==> config.mk <==
export PLATFORM = sky130hd
export DESIGN_NAME = pipe_ctrl
export DESIGN_NICKNAME = d
export VERILOG_FILES = /design/src/rtl/cpu_defs.sv /design/src/rtl/pipe_ctrl.sv
export SDC_FILE = /design/constraint.sdc
export NUM_CORES = 1
export LEC_CHECK = 0
export ABC_AREA = 1
export BUFFER_PORTS_ARGS = -buffer_cell sky130_fd_sc_hd__buf_2
export CAP_MARGIN = 20
export CORE_UTILIZATION = 35
export DETAILED_ROUTE_END_ITERATION = 8
export PLACE_DENSITY = 0.64
export SYNTH_ARGS = -nofsm -noshare
export SYNTH_HDL_FRONTEND = slang
export SYNTH_SLANG_ARGS = --single-unit
==> constraint.sdc <==
create_clock -name clk -period 2.3 [get_ports clk]
set_input_delay 0.115 -clock clk [delete_from_list [all_inputs] [get_ports clk]]
set_output_delay 0.115 -clock clk [all_outputs]
set_load 0.005 [all_outputs]
==> src/rtl/cpu_defs.sv <==
// Shared definitions for the five-stage core: stall vectors, the multi-cycle
// sequencer state encoding and the default step-counter width.
package cpu_defs;

    // Default width of the multi-cycle length and step counter.
    localparam int CNT_W_DEF = 6;

    // Stall vectors, bit 0 = pc, 1 = if, 2 = id, 3 = ex, 4 = mem, 5 = wb.
    localparam logic [5:0] STALL_NONE = 6'b000000;
    localparam logic [5:0] STALL_ID   = 6'b000111;
    localparam logic [5:0] STALL_EX   = 6'b001111;

    // Multi-cycle sequencer states.
    typedef enum logic [1:0] {
        MC_IDLE = 2'd0,
        MC_RUN  = 2'd1,
        MC_DONE = 2'd2
    } mc_state_e;

endpackage

==> src/rtl/pipe_ctrl.sv <==
// Pipeline stall and multi-cycle sequencing controller. Merges the decode
// load-use stall with multi-cycle execute operations, drives the per-stage
// stall vector, owns the EX step counter and registers the flush pulse.
module pipe_ctrl
    import cpu_defs::*;
#(
    parameter int CNT_W = CNT_W_DEF
) (
    input  logic             clk,
    input  logic             rst,
    input  logic             stallreq_id,
    input  logic             ex_mc_start,
    input  logic [CNT_W-1:0] ex_mc_len,
    input  logic             ex_mc_cancel,
    input  logic             flush_i,
    output logic [5:0]       stall,
    output logic             mc_busy,
    output logic [CNT_W-1:0] mc_step,
    output logic             mc_done,
    output logic             flush_o
);

    localparam logic [CNT_W-1:0] CNT_ZERO = {CNT_W{1'b0}};
    localparam logic [CNT_W-1:0] CNT_ONE  = {{(CNT_W-1){1'b0}}, 1'b1};

    mc_state_e        state_r;
    mc_state_e        state_nx_s;
    logic [CNT_W-1:0] step_r;
    logic [CNT_W-1:0] step_nx_s;
    logic [CNT_W-1:0] last_r;      // final RUN step index, i.e. N-1
    logic [CNT_W-1:0] last_nx_s;
    logic [CNT_W-1:0] len_eff_s;   // requested length with 0 promoted to 1
    logic             flush_o_r;
    logic             stall_ex_s;
    logic [5:0]       stall_s;
    logic             mc_busy_s;
    logic             mc_done_s;

    // A zero length behaves exactly like a single-cycle operation.
    always_comb begin
        if (ex_mc_len == CNT_ZERO) begin
            len_eff_s = CNT_ONE;
        end else begin
            len_eff_s = ex_mc_len;
        end
    end

    // Sequencer state, step counter, final-step index and flush pulse registers.
    always_ff @(posedge clk or negedge rst) begin
        if (!rst) begin
            state_r   <= MC_IDLE;
            step_r    <= CNT_ZERO;
            last_r    <= CNT_ZERO;
            flush_o_r <= 1'b0;
        end else begin
            state_r   <= state_nx_s;
            step_r    <= step_nx_s;
            last_r    <= last_nx_s;
            flush_o_r <= flush_i;
        end
    end

    // Next-state and counter logic; a flush abandons any operation at once.
    always_comb begin
        state_nx_s = state_r;
        step_nx_s  = step_r;
        last_nx_s  = last_r;
        if (flush_i) begin
            state_nx_s = MC_IDLE;
            step_nx_s  = CNT_ZERO;
        end else begin
            case (state_r)
                MC_IDLE: begin
                    if (ex_mc_start) begin
                        last_nx_s = len_eff_s - CNT_ONE;
                        if (len_eff_s == CNT_ONE) begin
                            state_nx_s = MC_DONE;
                            step_nx_s  = CNT_ZERO;
                        end else begin
                            state_nx_s = MC_RUN;
                            step_nx_s  = CNT_ONE;
                        end
                    end else begin
                        state_nx_s = MC_IDLE;
                        step_nx_s  = CNT_ZERO;
                    end
                end
                MC_RUN: begin
                    // Counter stops at N-1, so it can never wrap.
                    if (ex_mc_cancel || (step_r == last_r)) begin
                        state_nx_s = MC_DONE;
                        step_nx_s  = CNT_ZERO;
                    end else begin
                        state_nx_s = MC_RUN;
                        step_nx_s  = step_r + CNT_ONE;
                    end
                end
                MC_DONE: begin
                    // A start here belongs to an instruction not yet in EX.
                    state_nx_s = MC_IDLE;
                    step_nx_s  = CNT_ZERO;
                end
                default: begin
                    state_nx_s = MC_IDLE;
                    step_nx_s  = CNT_ZERO;
                end
            endcase
        end
    end

    // Output decode: stall priority is flush, then EX, then decode hazard.
    always_comb begin
        stall_ex_s = ((state_r == MC_IDLE) && ex_mc_start) || (state_r == MC_RUN);
        mc_busy_s  = (state_r == MC_RUN);
        mc_done_s  = (state_r == MC_DONE) && !flush_i;
        if (flush_i) begin
            stall_s = STALL_NONE;
        end else if (stall_ex_s) begin
            stall_s = STALL_EX;
        end else if (stallreq_id) begin
            stall_s = STALL_ID;
        end else begin
            stall_s = STALL_NONE;
        end
    end

    assign stall   = stall_s;
    assign mc_busy = mc_busy_s;
    assign mc_step = step_r;
    assign mc_done = mc_done_s;
    assign flush_o = flush_o_r;

endmodule

==> run_results.csv, run 1 <==
group,metric,value,unit
run_status,status,"completed",
clocking,cts_tree,"done",
flow_run,max-cap-violations,0,
cells_and_area,multiInputGateArea,463,um2
global_route,vias_in_the_first_global_route,722,
sta,layout_min_cycle_time,1.53,ns
floorplan,effective_utilization_at_floorplan,37.7,%
clocking,clock_tree.root_cell,"clkbuf_4",
synthesis,post_synth.cell_area_avg,7.62,um2
sta,fmax,0.654,GHz
floorplan,chipHeight,54.2,um
floorplan,design.core.area,0.00252,mm2
global_route,grt_pass1_wl,2950,um
clocking,cts.sinks,15,
synthesis,ys_ff_latch,15,
floorplan,fp.dieW,54.2,um
global_route,gr-total-overflow,0,
synthesis,synth.distinct_cells,24,
sta,timing.final.setup_violations,0,
clocking,postCtsSetupRepairBufs,0,
synthesis,syn_inst,125,
sta,skew,0.00186,ns
placement,placement.cell_area,0.00108,mm2
cells_and_area,layout.area.seq,375,um2
global_route,grt_use_total,14.2,%
drt,final_antenna_net_count,0,
setup_path,required_time_of_the_critical_path,2.18,ns
floorplan,floorplan.rows,18,
sta,setup_repair_after_global_routing_missed_its_margin,"false",
clocking,cts-hold-fix-buffers,1,
setup_path,cp_num_buf_inv,2,
power_and_ir_drop,p_leak,0.596,nW
setup_path,crit-reg2reg-launch,"mc_step[4]$_DFF_PN0_",
worst_hold_path,number_of_cells_on_the_worst_hold_path,1,
setup_path,startpoint_type,"flip-flop",
clocking,clk_path_buf_depth,2,
worst_hold_path,hold_path.class,"in2reg",
cells_and_area,final_net_count,166,
clocking,clk_latency,0.27,ns
synthesis,synth_async_sr_flop_share,100,%
clocking,count_of_instances_resized_after_the_clock_tree_is_built,0,
drt,avgViaCountPerCell,4.42,
cells_and_area,final_area,0.00111,mm2
cells_and_area,mostFrequentLayoutCells,"32 x nand2_1, 24 x buf_2, 17 x inv_1, 15 x dfrtp_1, 14 x nor2_1",
worst_hold_path,worst_hold_path.endpoint,"flush_o$_DFF_PN0_",
setup_path,critical_path.top_delay_family,"flip-flops",
drt,routedWlPerCell,9.81,um
sta,timing.final.max_slew_violations,0,
cells_and_area,area_growth,17.1,%
clocking,clock_h_tree_levels,1,
worst_hold_path,hold_start,"flush_i",
global_route,grt_max_degree,16,
clocking,cts_inserted_buffers,3,
setup_path,worst_path_max_delay_cell,"dfrtp_1",
setup_path,critical-path-max-stage-delay,0.42,ns
setup_path,reg2regPathDepth,7,
synthesis,ys.warnings.count,0,
placement,gp_routability_congestion,0.751,
drt,drtIter0Drc,4,
floorplan,die-area,0.00293,mm2
setup_path,endpoint_kind,"primary output",
setup_path,rr_endpoint,"mc_step[5]$_DFF_PN0_",
cells_and_area,most_common_cell_after_layout_fill_and_taps_aside,"nand2_1",
cells_and_area,final_layout_size_suffix_gt1_share,28.0,%
synthesis,synth.yosys.seq_area_share,39.4,%
drt,post-route-drc-count,0,
drt,detail_route.wirelength,1770,um
synthesis,ys_dominant_reg_cell,"dfrtp_1",
synthesis,mappedNetlistArea,952,um2
power_and_ir_drop,pwr_density_cell,541,mW/mm2
setup_path,setup.reg_to_reg.worst_slack,1.12,ns
cells_and_area,fillCellCount,274,
setup_path,crit_chain,"nor2_1 > nand2_1 > inv_2 > nor2_1 > o21ai_1 > buf_2",
sta,period_share,66.5,%
setup_path,worst_ep_arrival_time,1.41,ns
sta,totalNegativeSetupSlack,0,ns
synthesis,edff_count_synth,0,
setup_path,worst_path_most_repeated_cell,"nor2_1",
setup_path,critical_path_peak_fanout,3,
global_route,number_of_antenna_violations_at_the_first_check_in_global_routing,0,
cells_and_area,antenna_cells,0,
sta,hold_viol_final,0,
placement,hpwl,1420,um
floorplan,top_level_ports,27,
drt,drtPass1Iterations,4,
drt,via_count,795,
power_and_ir_drop,vdd_ir_drop_max,0.000257,V
setup_path,criticalPathCategory,"reg2out",
placement,port-buffer-count,24,
clocking,clkSlewWorstSetupHoldPaths,0.09,ns
## sequential cells by signal, summed over array words and instances (netlist names)
register	count
last_r	6
state_r	2
flush_o	1
mc_step	6
## where the power goes
part	internal [mW]	switching (mW)
sequential	0.289	0.0171
combinational	0.0596	0.0904
clock	0.0671	0.0794
## Yosys cell counts (2+ instances only)
master | count | share of area [%]
o21ai_2 | 2 | 1.8
nor2_2 | 2 | 1.3
nand2_1 | 32 | 13
a21oi_1 | 2 | 1.1
xor2_1 | 5 | 4.6
inv_2 | 5 | 2.0
nand3_1 | 5 | 2.6
nand3_2 | 2 | 2.1
ha_1 | 3 | 3.9
inv_1 | 17 | 6.7
nand4_1 | 2 | 1.3
nor2_1 | 14 | 5.5
buf_4 | 4 | 3.2
dfrtp_1 | 15 | 39
o21ai_1 | 6 | 3.2
## logic make-up after synthesis
logic type,share of synthesized area [%]
buf+inv,12.4
flops,39.4
fa+ha+maj,3.94
simple gates,30.6
compound gates,7.75
other cells,0.394
xor+xnor,5.52
## per-stage QoR
stage	std cells	hold WS [ns]	setup WS [ns]	util [%]	total power, mW
global route	180	0.0748	0.602	44.2	0.649
CTS	180	0.0780	0.748	44.2	0.615
floorplan	126	-0.181	1.06	-	0.421
global placement	175	0.0345	1.02	42.8	0.458
detailed placement	175	0.0369	0.950	42.8	0.463
finish	180	0.0891	0.771	44.2	0.603
## worst max path at each step
| stage | cells after the start | to | slack (ns) | from |
|---|---|---|---|---|
| after detailed placement | 9 | last_r[4]$_DFFE_PN0P_ | 0.95 | ex_mc_len[1] |
| after CTS | 6 | stall[0] | 0.75 | state_r[1]$_DFF_PN0_ |
| after global placement | 9 | last_r[4]$_DFFE_PN0P_ | 1.02 | ex_mc_len[1] |
| after global routing | 6 | stall[1] | 0.60 | state_r[1]$_DFF_PN0_ |
| final | 6 | stall[0] | 0.77 | state_r[1]$_DFF_PN0_ |
| after floorplan | 6 | stall[1] | 1.06 | state_r[1]$_DFF_PN0_ |
## routing by layer
| metal | vias to the layer above | part of all wire, % | global-route usage (%) |
|---|---|---|---|
| met5 | - | 0 | 0 |
| met3 | 2 | 2.7 | 0.847 |
| met4 | 0 | 1.1 | 8.55 |
| met1 | 352 | 45 | 16.8 |
| met2 | 12 | 51 | 24.8 |
| li1 | 429 | - | - |
## layout make-up
class / instances / share of cell area [%]
Multi-Input combinational cell: 84 / 41.5
Sequential cell: 15 / 33.7
Timing Repair Buffer: 25 / 11.7
Inverter: 22 / 7.41
Tap cell: 30 / 3.37
Clock buffer: 4 / 2.36
No activity file was read; power rests on OpenSTA's default activity.
==> run 2: changes to the inputs <==
--- a/config.mk
+++ b/config.mk
@@ -10,7 +10,7 @@
 export CAP_MARGIN = 20
 export CORE_UTILIZATION = 35
 export DETAILED_ROUTE_END_ITERATION = 8
-export PLACE_DENSITY = 0.64
+export PLACE_DENSITY = 0.67
 export SYNTH_ARGS = -nofsm -noshare
 export SYNTH_HDL_FRONTEND = slang
 export SYNTH_SLANG_ARGS = --single-unit
==> constraint.sdc (replaced) <==
create_clock -name clk -period 1.3 [get_ports clk]
set_input_delay 0.065 -clock clk [delete_from_list [all_inputs] [get_ports clk]]
set_output_delay 0.065 -clock clk [all_outputs]
set_load 0.005 [all_outputs]
==> run_results.csv, run 2 (synthesis gave the netlist of run 1 again) <==
group,metric,value,unit
sta,period_share,100,%
clocking,cts_inserted_buffers,3,
sta,skew,0.00602,ns
cells_and_area,area_growth,27.6,%
run_status,status,"finished with violations",
power_and_ir_drop,switching_share,31.4,%
worst_hold_path,hold_path.class,"in2reg",
sta,setup_repair_after_global_routing_missed_its_margin,"true",
clocking,clock_tree.root_cell,"clkbuf_4",
placement,port-buffer-count,24,
cells_and_area,final_area,0.00121,mm2
setup_path,setup.reg_to_reg.worst_slack,0.09,ns
sta,post-route-worst-setup-slack,-0.00263,ns
global_route,grt_use_total,15.5,%
global_route,gr-total-overflow,0,
setup_path,worst_ep_arrival_time,1.24,ns
power_and_ir_drop,comb_power_share,28.3,%
clocking,cts.sinks,15,
setup_path,crit-reg2reg-launch,"state_r[0]$_DFF_PN0_",
power_and_ir_drop,total_power,1.12,mW
floorplan,floorplan.rows,18,
setup_path,startpoint,"state_r[0]$_DFF_PN0_",
setup_path,reg2regPathDepth,7,
cells_and_area,fillCellCount,248,
floorplan,chipHeight,54.2,um
drt,avgViaCountPerCell,4.58,
cells_and_area,final_layout_size_suffix_gt1_share,38.8,%
floorplan,effective_utilization_at_floorplan,37.7,%
power_and_ir_drop,power_switching,351,uW
floorplan,design.core.area,0.00252,mm2
setup_path,criticalPathCategory,"reg2out",
run_status,violations,"negative setup slack",
sta,timing.final.max_slew_violations,0,
flow_run,max-cap-violations,0,
floorplan,die-area,0.00293,mm2
setup_path,required_time_of_the_critical_path,1.24,ns
setup_path,critical_path.top_delay_family,"flip-flops",
floorplan,top_level_ports,27,
setup_path,critical_path_cell_count,6,
cells_and_area,final_net_count,176,
setup_path,rr_endpoint,"last_r[0]$_DFFE_PN0P_",
power_and_ir_drop,pwr_density_cell,920,mW/mm2
power_and_ir_drop,clock_power_share,23.4,%
sta,fmax,0.768,GHz
worst_hold_path,number_of_cells_on_the_worst_hold_path,1,
drt,post-route-drc-count,0,
global_route,number_of_antenna_violations_at_the_first_check_in_global_routing,0,
global_route,grt_pass1_wl,3260,um
power_and_ir_drop,vdd_ir_drop_max,0.000410,V
placement,placement.cell_area,0.00109,mm2
drt,final_antenna_net_count,0,
cells_and_area,most_common_cell_after_layout_fill_and_taps_aside,"nand2_1",
worst_hold_path,worst_hold_path.endpoint,"flush_o$_DFF_PN0_",
clocking,clock_h_tree_levels,1,
global_route,vias_in_the_first_global_route,845,
setup_path,worst_path_max_delay_cell,"dfrtp_1",
placement,gp_routability_congestion,0.748,
setup_path,endpoint_kind,"primary output",
power_and_ir_drop,internal_power,767,uW
drt,drtPass1Iterations,4,
drt,routedWlPerCell,9.86,um
setup_path,critical_path_peak_fanout,3,
placement,hpwl,1460,um
sta,hold_viol_final,0,
power_and_ir_drop,p_leak,0.647,nW
setup_path,startpoint_type,"flip-flop",
clocking,clkSlewWorstSetupHoldPaths,0.09,ns
clocking,clk_latency,0.27,ns
setup_path,critical-path-max-stage-delay,0.40,ns
worst_hold_path,hold_start,"flush_i",
global_route,grt_max_degree,16,
setup_path,cp_num_buf_inv,2,
cells_and_area,antenna_cells,0,
drt,drtIter0Drc,18,
cells_and_area,mostFrequentLayoutCells,"29 x nand2_1, 24 x buf_2, 16 x inv_1, 14 x dfrtp_1, 12 x nor2_1",
setup_path,crit_chain,"nor2_1 > nand2_2 > inv_2 > nor2_2 > o21ai_2 > buf_2",
clocking,cts_tree,"done",
floorplan,fp.dieW,54.2,um
clocking,clk_path_buf_depth,2,
sta,timing.final.setup_violations,2,
sta,layout_min_cycle_time,1.30,ns
drt,detail_route.wirelength,1870,um
power_and_ir_drop,power_frac_seq,48.3,%
drt,via_count,871,
## run 2: cell count changes in the layout (fill, tap and decap cells not counted), sizes merged
| cell | before | now |
|---|---|---|
| buf | 24 | 34 |
## run 2: stage by stage
stage	TNS [ns]	utilization (%)	cells	hold slack (ns)	setup WS, ns
floorplan	0	-	126	-0.231	0.114
global placement	0	43.1	176	-0.0145	0.106
detailed placement	0	43.1	176	-0.0122	0.0283
CTS	-0.0686	46.9	188	0.0281	-0.0239
global route	-0.279	48.2	190	0.0395	-0.0849
finish	-0.00475	48.2	190	0.0466	-0.00263
## run 2: worst max-delay path by stage
stage                       endpoint  slack (ns)
6_report                    stall[0]      -0.003
5_1_grt                     stall[1]       -0.08
4_1_cts                     stall[0]       -0.02
3_5_place_dp   last_r[4]$_DFFE_PN0P_        0.03
3_3_place_gp   last_r[4]$_DFFE_PN0P_        0.11
2_1_floorplan               stall[1]        0.11
## run 2: power by group through the flow
stage / logic (mW) / registers, mW / clock network (mW)
2_1_floorplan: 0.200 / 0.545 / 0
3_3_place_gp: 0.262 / 0.549 / 0
3_5_place_dp: 0.270 / 0.552 / 0
4_1_cts: 0.307 / 0.541 / 0.269
5_1_grt: 0.361 / 0.547 / 0.289
6_report: 0.317 / 0.540 / 0.262
## run 2: metal layers
metal / routed length (um) / global-route usage [%] / up-vias / part of all wire [%]
li1: - / - / 452 / -
met1: 763 / 16.4 / 405 / 41
met2: 1030 / 29.7 / 12 / 55
met3: 56 / 1.13 / 2 / 3.0
met4: 27 / 8.55 / 0 / 1.4
met5: 0 / 0 / - / 0
## run 2: what timing repair did
action | 4_1_cts | 5_1_grt
setup endpoints to repair | 4 | 12
hold buffers | 1 | 0
endpoints found under the hold margin | 15 | 0
setup buffers | 7 | 4
pin swaps | 4 | 9
resized for setup | 3 | 7
## run 2: cell type report
cell class,instances,area (um2),area share (%)
clock buffers,4,26.3,2.16
flip-flops and latches,15,377,31.0
multi-input cells,84,487,40.1
repair buffers,35,205,16.9
inverters,22,82.6,6.80
well taps,30,37.5,3.09
==> run 3: changes to the inputs <==
--- a/config.mk
+++ b/config.mk
@@ -11,6 +11,7 @@
 export CORE_UTILIZATION = 35
 export DETAILED_ROUTE_END_ITERATION = 8
 export PLACE_DENSITY = 0.67
+export REMOVE_ABC_BUFFERS = 1
 export SYNTH_ARGS = -nofsm -noshare
 export SYNTH_HDL_FRONTEND = slang
 export SYNTH_SLANG_ARGS = --single-unit
==> run_results.csv, run 3 (synthesis gave the netlist of run 1 again) <==
group,metric,value,unit
run_status,status,"finished with violations",
run_status,violations,"negative setup slack",
setup_path,startpoint,"state_r[1]$_DFF_PN0_",
clocking,clock_h_tree_levels,1,
cells_and_area,final_net_count,174,
floorplan,chipHeight,54.2,um
drt,post-route-drc-count,0,
floorplan,die-area,0.00293,mm2
clocking,clk_path_buf_depth,2,
global_route,gr-total-overflow,0,
sta,timing.hold.ws,0.0319,ns
drt,via_count,873,
floorplan,fp.dieW,54.2,um
cells_and_area,antenna_cells,0,
cells_and_area,mostFrequentLayoutCells,"31 x nand2_1, 24 x buf_2, 17 x inv_1, 14 x dfrtp_1, 12 x nor2_1",
power_and_ir_drop,vdd_ir_drop_max,0.000720,V
cells_and_area,most_common_cell_after_layout_fill_and_taps_aside,"nand2_1",
setup_path,required_time_of_the_critical_path,1.47,ns
sta,skew,0.000867,ns
floorplan,effective_utilization_at_floorplan,37.7,%
sta,layout_min_cycle_time,1.35,ns
global_route,grt_max_degree,16,
drt,avgViaCountPerCell,4.64,
global_route,vias_in_the_first_global_route,724,
clocking,cts_tree,"done",
placement,hpwl,1460,um
clocking,clk_latency,0.28,ns
drt,final_antenna_net_count,0,
drt,drtPass1Iterations,6,
drt,detail_route.wirelength,2020,um
placement,gp_routability_congestion,0.704,
setup_path,startpoint_type,"flip-flop",
drt,routedWlPerCell,10.8,um
setup_path,endpoint_kind,"flip-flop",
power_and_ir_drop,pwr_density_cell,939,mW/mm2
setup_path,setup.reg_to_reg.worst_slack,-0.05,ns
sta,timing.final.max_slew_violations,0,
worst_hold_path,hold_path.class,"in2reg",
sta,totalNegativeSetupSlack,-0.296,ns
floorplan,top_level_ports,27,
sta,fmax,0.741,GHz
drt,drtIter0Drc,17,
floorplan,floorplan.rows,18,
sta,setup_repair_after_global_routing_missed_its_margin,"true",
clocking,cts.sinks,15,
setup_path,worst_ep_arrival_time,1.52,ns
cells_and_area,final_layout_size_suffix_gt1_share,34.8,%
floorplan,design.core.area,0.00252,mm2
placement,port-buffer-count,24,
global_route,grt_pass1_wl,3040,um
setup_path,critical_path_peak_fanout,9,
sta,period_share,104,%
clocking,cts_inserted_buffers,3,
setup_path,criticalPathCategory,"reg2reg",
cells_and_area,area_growth,25.1,%
global_route,number_of_antenna_violations_at_the_first_check_in_global_routing,0,
clocking,clock_tree.root_cell,"clkbuf_4",
clocking,clkSlewWorstSetupHoldPaths,0.09,ns
setup_path,reg2regPathDepth,8,
setup_path,crit-reg2reg-launch,"state_r[1]$_DFF_PN0_",
flow_run,max-cap-violations,0,
global_route,grt_use_total,14.6,%
power_and_ir_drop,p_leak,0.637,nW
setup_path,rr_endpoint,"last_r[4]$_DFFE_PN0P_",
sta,post-route-worst-setup-slack,-0.0492,ns
setup_path,critical_path_end,"last_r[4]$_DFFE_PN0P_",
sta,hold_viol_final,0,
sta,timing.final.setup_violations,8,
[run 3: cell count changes in the layout (fill, tap and decap cells not counted), sizes merged]
cell | previous run | this run
buf | 34 | 32
[run 3: how the worst min path moves through the flow]
stage               cells after the start           endpoint  slack, ns  startpoint
CTS                                     1  flush_o$_DFF_PN0_       0.02     flush_i
floorplan                               0  flush_o$_DFF_PN0_      -0.23         rst
global route                            1  flush_o$_DFF_PN0_       0.02     flush_i
finish                                  1  flush_o$_DFF_PN0_       0.03     flush_i
detailed placement                      1  flush_o$_DFF_PN0_      -0.01         rst
global placement                        1  flush_o$_DFF_PN0_      -0.02         rst
[run 3: per-layer routing]
metal	part of all wire [%]	vias to the layer above	global-route usage (%)
li1	-	447	-
met2	53	23	25.4
met1	45	403	17.7
met4	0	0	5.13
met3	2.6	0	2.54
met5	0	-	0
[run 3: layout make-up]
type,count,area [um2]
repair buffers,33,194
clock buffers,4,26.3
inverters,22,82.6
flip-flops and latches,15,377
multi-input cells,84,474
fillers,249,1330
well taps,30,37.5
[run 3: critical path, stage by stage (launching register included)]
cell	delay (ns)
dfrtp_1	0.44
nor2_2	0.12
nand2_2	0.08
buf_4	0.14
buf_6	0.12
nor2_8	0.16
inv_2	0.07
nand2_1	0.06
o21ai_1	0.05
[run 3: what timing repair did]
action                                  CTS  global route
hold buffers                              1             0
cloned                                    0             0
resized for setup                         2             4
buffers inserted                          4             3
endpoints found under the setup margin    4            10
endpoints found under the hold margin    15             0
pin swaps                                 3             6
[run 3: per-stage QoR]
step | setup WS [ns] | utilization, % | instance area (um2) | std cells | power (mW)
2_1_floorplan | 0.203 | - | 921 | 121 | 0.727
3_3_place_gp | 0.102 | 43.1 | 1090 | 176 | 0.811
3_5_place_dp | 0.00483 | 43.1 | 1090 | 176 | 0.823
4_1_cts | -0.0960 | 45.9 | 1160 | 185 | 1.11
5_1_grt | -0.147 | 47.2 | 1190 | 188 | 1.20
6_report | -0.0492 | 47.2 | 1190 | 188 | 1.12
[run 3: power breakdown]
part	leakage, nW	total [mW]	internal, mW	switching, mW
combinational	0.428	0.311	0.133	0.178
sequential	0.194	0.545	0.513	0.0322
clock	0.0150	0.263	0.119	0.145
total	0.637	1.12	0.764	0.354
